[src/rtl/enigma_rotor_if.sv]
// Rotor-side bus: position control, status and the two one-hot letter paths.
// The master drives control and letters; the rotor answers as slave.
interface enigma_rotor_if;
    logic        load;
    logic [4:0]  load_pos;
    logic [4:0]  load_ring;
    logic        step;
    logic [25:0] fwd_in;
    logic [25:0] fwd_out;
    logic [25:0] rev_in;
    logic [25:0] rev_out;
    logic [4:0]  pos;
    logic        at_notch;
    logic        turnover;

    modport master (
        output load,
        output load_pos,
        output load_ring,
        output step,
        output fwd_in,
        output rev_in,
        input  fwd_out,
        input  rev_out,
        input  pos,
        input  at_notch,
        input  turnover
    );

    modport slave (
        input  load,
        input  load_pos,
        input  load_ring,
        input  step,
        input  fwd_in,
        input  rev_in,
        output fwd_out,
        output rev_out,
        output pos,
        output at_notch,
        output turnover
    );
endinterface

[src/rtl/enigma_rotor.sv]
// Single stepping Enigma rotor: registered position/ring/turnover and
// combinational forward and inverse substitution on one-hot letter buses.
module enigma_rotor #(
    parameter logic [8*26-1:0] WIRING = "EKMFLGDQVZNTOWYHXUSPAIBRCJ",
    parameter logic [7:0]      NOTCH  = "Q"
) (
    input logic          clk,
    input logic          rst_n,
    enigma_rotor_if.slave bus
);

    localparam logic [4:0] NOTCH_IDX = 5'(NOTCH - 8'd65);

    logic [4:0] pos;
    logic [4:0] ring;
    logic       turnover;
    logic [4:0] off;
    logic       at_notch;

    function automatic logic [4:0] red26(input logic [4:0] v);
        return (v >= 5'd26) ? 5'(v - 5'd26) : v;
    endfunction

    function automatic logic [4:0] add26(input logic [4:0] a,
                                         input logic [4:0] b);
        logic [5:0] s;
        s = {1'b0, a} + {1'b0, b};
        return (s >= 6'd26) ? 5'(s - 6'd26) : s[4:0];
    endfunction

    // Adds 26 before subtracting so the intermediate never goes negative.
    function automatic logic [4:0] sub26(input logic [4:0] a,
                                         input logic [4:0] b);
        logic [5:0] s;
        s = {1'b0, a} + 6'd26 - {1'b0, b};
        return (s >= 6'd26) ? 5'(s - 6'd26) : s[4:0];
    endfunction

    function automatic logic [4:0] wire_at(input logic [4:0] c);
        logic [7:0] ch;
        ch = WIRING[(25 - int'(c)) * 8 +: 8];
        return 5'(ch - 8'd65);
    endfunction

    // Exit contact of entry contact i at the given offset.
    function automatic logic [4:0] map_one(input logic [4:0] i,
                                           input logic [4:0] o);
        return sub26(wire_at(add26(i, o)), o);
    endfunction

    function automatic logic [25:0] perm_fwd(input logic [25:0] x,
                                             input logic [4:0]  o);
        logic [25:0] y;
        logic [4:0]  j;
        y = '0;
        for (int i = 0; i < 26; i++) begin
            j = map_one(5'(i), o);
            y[j] = x[i];
        end
        return y;
    endfunction

    function automatic logic [25:0] perm_rev(input logic [25:0] x,
                                             input logic [4:0]  o);
        logic [25:0] y;
        logic [4:0]  j;
        y = '0;
        for (int i = 0; i < 26; i++) begin
            j = map_one(5'(i), o);
            y[i] = x[j];
        end
        return y;
    endfunction

    assign at_notch = (pos == NOTCH_IDX);
    assign off      = sub26(pos, ring);

    always_ff @(posedge clk or negedge rst_n) begin
        if (!rst_n) begin
            pos      <= '0;
            ring     <= '0;
            turnover <= 1'b0;
        end else if (bus.load) begin
            pos      <= red26(bus.load_pos);
            ring     <= red26(bus.load_ring);
            turnover <= 1'b0;
        end else if (bus.step) begin
            pos      <= (pos == 5'd25) ? 5'd0 : 5'(pos + 5'd1);
            turnover <= at_notch;
        end else begin
            turnover <= 1'b0;
        end
    end

    assign bus.fwd_out  = perm_fwd(bus.fwd_in, off);
    assign bus.rev_out  = perm_rev(bus.rev_in, off);
    assign bus.pos      = pos;
    assign bus.at_notch = at_notch;
    assign bus.turnover = turnover;

endmodule

[src/flat_wrapper.sv]
// flat-port wrapper written by rule: the top's interface ports become plain ports
module enigma_rotor_flat 
#(
    parameter logic [8*26-1:0] WIRING = "                          ",
    parameter logic [7:0]      NOTCH  = " "
)
  (clk, rst_n, bus_load, bus_load_pos, bus_load_ring, bus_step, bus_fwd_in, bus_rev_in, bus_fwd_out, bus_rev_out, bus_pos, bus_at_notch, bus_turnover);
  enigma_rotor_if bus_i ();
  input logic clk;
  input logic rst_n;
  input wire logic [$bits(bus_i.load)-1:0] bus_load;
  input wire logic [$bits(bus_i.load_pos)-1:0] bus_load_pos;
  input wire logic [$bits(bus_i.load_ring)-1:0] bus_load_ring;
  input wire logic [$bits(bus_i.step)-1:0] bus_step;
  input wire logic [$bits(bus_i.fwd_in)-1:0] bus_fwd_in;
  input wire logic [$bits(bus_i.rev_in)-1:0] bus_rev_in;
  output wire logic [$bits(bus_i.fwd_out)-1:0] bus_fwd_out;
  output wire logic [$bits(bus_i.rev_out)-1:0] bus_rev_out;
  output wire logic [$bits(bus_i.pos)-1:0] bus_pos;
  output wire logic [$bits(bus_i.at_notch)-1:0] bus_at_notch;
  output wire logic [$bits(bus_i.turnover)-1:0] bus_turnover;
  assign bus_i.load = bus_load;
  assign bus_i.load_pos = bus_load_pos;
  assign bus_i.load_ring = bus_load_ring;
  assign bus_i.step = bus_step;
  assign bus_i.fwd_in = bus_fwd_in;
  assign bus_i.rev_in = bus_rev_in;
  assign bus_fwd_out = bus_i.fwd_out;
  assign bus_rev_out = bus_i.rev_out;
  assign bus_pos = bus_i.pos;
  assign bus_at_notch = bus_i.at_notch;
  assign bus_turnover = bus_i.turnover;
  enigma_rotor #(.WIRING(WIRING), .NOTCH(NOTCH)) u_core (.clk(clk), .rst_n(rst_n), .bus(bus_i));
endmodule
[config.mk]
export PLATFORM = sky130hd
export DESIGN_NAME = enigma_rotor_flat
export DESIGN_NICKNAME = d
export VERILOG_FILES = /design/src/rtl/enigma_rotor_if.sv /design/src/rtl/enigma_rotor.sv /design/src/flat_wrapper.sv
export SDC_FILE = /design/constraint.sdc
export NUM_CORES = 1
export LEC_CHECK = 0
export ABC_CLOCK_PERIOD_IN_PS = 5500
export CAP_MARGIN = 20
export CORE_MARGIN = 5
export CORE_UTILIZATION = 35
export DETAILED_ROUTE_END_ITERATION = 10
export GPL_TIMING_DRIVEN = 0
export PLACE_DENSITY = 0.78
export SYNTH_ARGS = -nofsm -noshare
export SYNTH_HDL_FRONTEND = slang
export SYNTH_SLANG_ARGS = --single-unit
[constraint.sdc]
create_clock -name clk -period 5.5 [get_ports clk]
set_clock_uncertainty 0.2 [all_clocks]
set_input_delay 0.825 -clock clk [delete_from_list [all_inputs] [get_ports clk]]
set_output_delay 0.825 -clock clk [all_outputs]
set_load 0.005 [all_outputs]
==> metrics.md <==
| Metric | Value |
|---|---|
| CP required | ~4500 ps |
| Setup slack after layout | -776.9 ps |
| Dominant cell type by area after synthesis | dfrtp_1 |
| First DRT Iteration DRCs | about 120 |
| CP arrival | about 5300 ps |
| Synth Instances | roughly 260 |
| Register area | around 280 µm² |
| Minimum clock period after layout | roughly 6300 ps |
| Final period utilization | 114.1% |
| Yosys reg bits | 11 |
| IO Port Bufs | 99 |
| Status | complete, but fails checks |
| Unrepaired setup endpoints after global routing | true |
| Synth Cell Area | 2127 µm² |
| Final setup fails | 52 |
| Worst Setup Start Kind | flip-flop |
| N_diodes | 0 |
| Max Cap Viol | 0 |
| Finished Cell Area | approximately 4000 µm² |
| Multi-input gate area | 1869 µm² |
| Distinct cells, synth | between 60 and 70 |
| Drt pass-1 iters | 4 |
| Die Ht | 87.96 µm |
| Final WL | slightly above 9000 µm |
| Largest net degree at the start of global routing | 12 |
| TritonCTS Sinks | 11 |
| Worst Setup End Kind | output pin |
| Clk Latency, worst-skew pair | between 200 and 250 ps |
| Critical path, cell by cell | inv_2 -> ha_4 -> inv_4 -> ha_4 -> inv_2 -> fa_2 -> ha_4 -> a21oi_4 -> and4b_4 -> nor2_8 -> mux2i_4 -> ha_4 -> nor2_2 -> o211ai_1 -> o211ai_4 -> mux2i_2 -> mux2i_4 -> nand3b_1 -> nor2b_4 -> buf_6 -> or4_4 -> buf_6 -> buf_6 -> buf_6 |
| Max_slew headroom | 67.37% |
| Worst setup path category | flip-flop to output pin |
| Hold Crit Depth | 1 |
| CTS Buf Count | 3 |
| Seq/Total Area, Yosys | 12.94% |
| Final Wtd Congestion | ~0.85 |
| Commonest non-fill, non-tap cell in the layout | buf_6 |
| CTS tree | yes |
| Hold Vio Cnt, Final | 0 |
| Die Wd | 87.96 µm |
| Via total after detailed routing | between 2k and 3k |
| Rows | 28 |
| P&R area growth vs syn | 91.82% |
| H-Tree Depth | 1 |
| FF-to-FF path depth | 6 |
| Initial antenna violation count | 0 |
| DRC Markers | 0 |
| Number of flops mapped to enable cells by yosys | 0 |
| Fmax | roughly 160 MHz |
| CORE AREA | 5921 µm² |
| Nets | between 500 and 600 |
| Clock buffer depth | 2 |
| Failing checks | setup timing |
| Most frequent cells in the layout | 65 x buf_6, 47 x clkdlybuf4s50_1, 38 x buf_4 |
| Filler cells | approximately 420 |
| Syn avg cell area | between 8 and 9 µm² |
| Avg WL per Cell | 18.88 µm |
| Post-DR vias/cell | roughly 5.4 |
| Critical-path maximum fanout | 6 |
| Setup TNS | -25,180 ps |
| Asr flop ratio synth | 100.0% |
| DIE AREA | 7736 µm² |
| First-pass GRT wire length | around 14,000 µm |
| Vias in the first global route | 2,685 |
| Total gr overflow | 0 |
| Overall routing resource usage | a little under a quarter |
| Initial core utilization | roughly 36% |
| Area of placed instances | ~3300 µm² |
| WHS | between 300 and 400 ps |
| Detailed placer's ending HPWL | 5505 µm |
| Synth top area share | about 13% |
| I/O pins | 125 |
| Worst-path clk slew | approximately 50 ps |
| Worst slew pin tran | 487.9 ps |
| Ys Warns | 0 |
| Post-DRT Antenna Nets | 0 |
| Placement Setup Slack | -1071 ps |
| Synth top area cells | dfrtp_1 13%, ha_1 11%, buf_4 9.2%, mux4_1 7.4%, nor2_1 7.2% |
| Max-slew violations | 0 |
| Post-synth top flop | dfrtp_1 |
| CP max stage cell | or4_4 |
| Critical Path Max Stage Delay | approximately 610 ps |
| Clk root buf | clkbuf_8 |
| Hold buffer count at CTS | 0 |
| Net Count, Synth | 348 |
| Worst hold path class | flip-flop to flip-flop |
| Ratio of cells with drive above 1 in the final layout | between 40% and 50% |
[cell families (layout without fill, tap and decap cells)]
| family | after synthesis | in the layout | share of synthesized area [%] |
|---|---|---|---|
| AND/OR/NAND/NOR | 96 | 99 | 24.12 |
| buffers and inverters | 59 | 214 | 15.47 |
| AO/OA/AOI/OAI | 54 | 54 | 18.88 |
| adder cells (fa/ha/maj) | 20 | 20 | 12.12 |
| multiplexers | 16 | 16 | 13.29 |
| flip-flops | 11 | 11 | 12.94 |
| XOR/XNOR | 6 | 6 | 3.177 |
[flip-flops by register name (all words and copies together) (netlist names)]
register / flops
u_core.ring: 5
u_core.bus.pos: 5
u_core.bus.turnover: 1
[timing repair]
action | 4_1_cts | 5_1_grt
pin swaps | 29 | 17
buffers inserted | 43 | 11
endpoints found under the setup margin | 52 | 52
gates cloned | 3 | 0
gates resized for setup | 311 | 10
endpoints found under the hold margin | 0 | 0
[routing by layer]
metal	global-route usage, %	wire [µm]	vias up
met3	1.976	479	39
met1	24.00	3097	1267
met5	0	0	-
met2	45.34	5264	114
met4	11.30	506	0
li1	-	-	1238
[Yosys cell counts (5+ instances only)]
master / number
nor2_1: 41
inv_1: 28
buf_4: 26
ha_1: 19
nand2_1: 13
dfrtp_1: 11
o21ai_0: 10
a21oi_1: 8
o211ai_1: 7
mux4_1: 6
nand2b_1: 5
nand3_1: 5
[through the flow]
step	std cells	util, %
after floorplan	262	-
final	495	68.91
after detailed placement	436	55.16
after global routing	495	68.91
after CTS	484	66.76
after global placement	436	55.16
[cell type report]
class | count | share of cell area [%]
Timing Repair Buffer | 153 | 33.98
Sequential cell | 11 | 6.777
Inverter | 29 | 2.913
Multi-Input combinational cell | 195 | 45.81
Clock buffer | 4 | 1.104
Buffer | 28 | 7.114
Tap cell | 75 | 2.300
[path summary, 6_finish.rpt]
check,start,to,slack [ps]
max,u_core.bus.pos[1],bus_rev_out[18],-780
min,u_core.ring[0],u_core.ring[0],340
max reg2reg,u_core.bus.pos[0],u_core.bus.pos[4],3690
min reg2reg,u_core.ring[0],u_core.ring[0],340
max in group asynchronous,rst_n,u_core.bus.pos[0],4020
min in group asynchronous,rst_n,u_core.bus.pos[3],720
[critical path: cells and delay by family, from the launching register on]
family,cells,cell delay [ps]
buffers and inverters,7,670
DFF,1,380
muxes,3,660
AOI/OAI and AO/OA,3,450
adders and majority gates,5,1420
and+or+nand+nor,6,1420
Power is left out: the tool's default activity adds up to more than one toggle a clock period on the data nets, which glitch-free logic cannot reach.
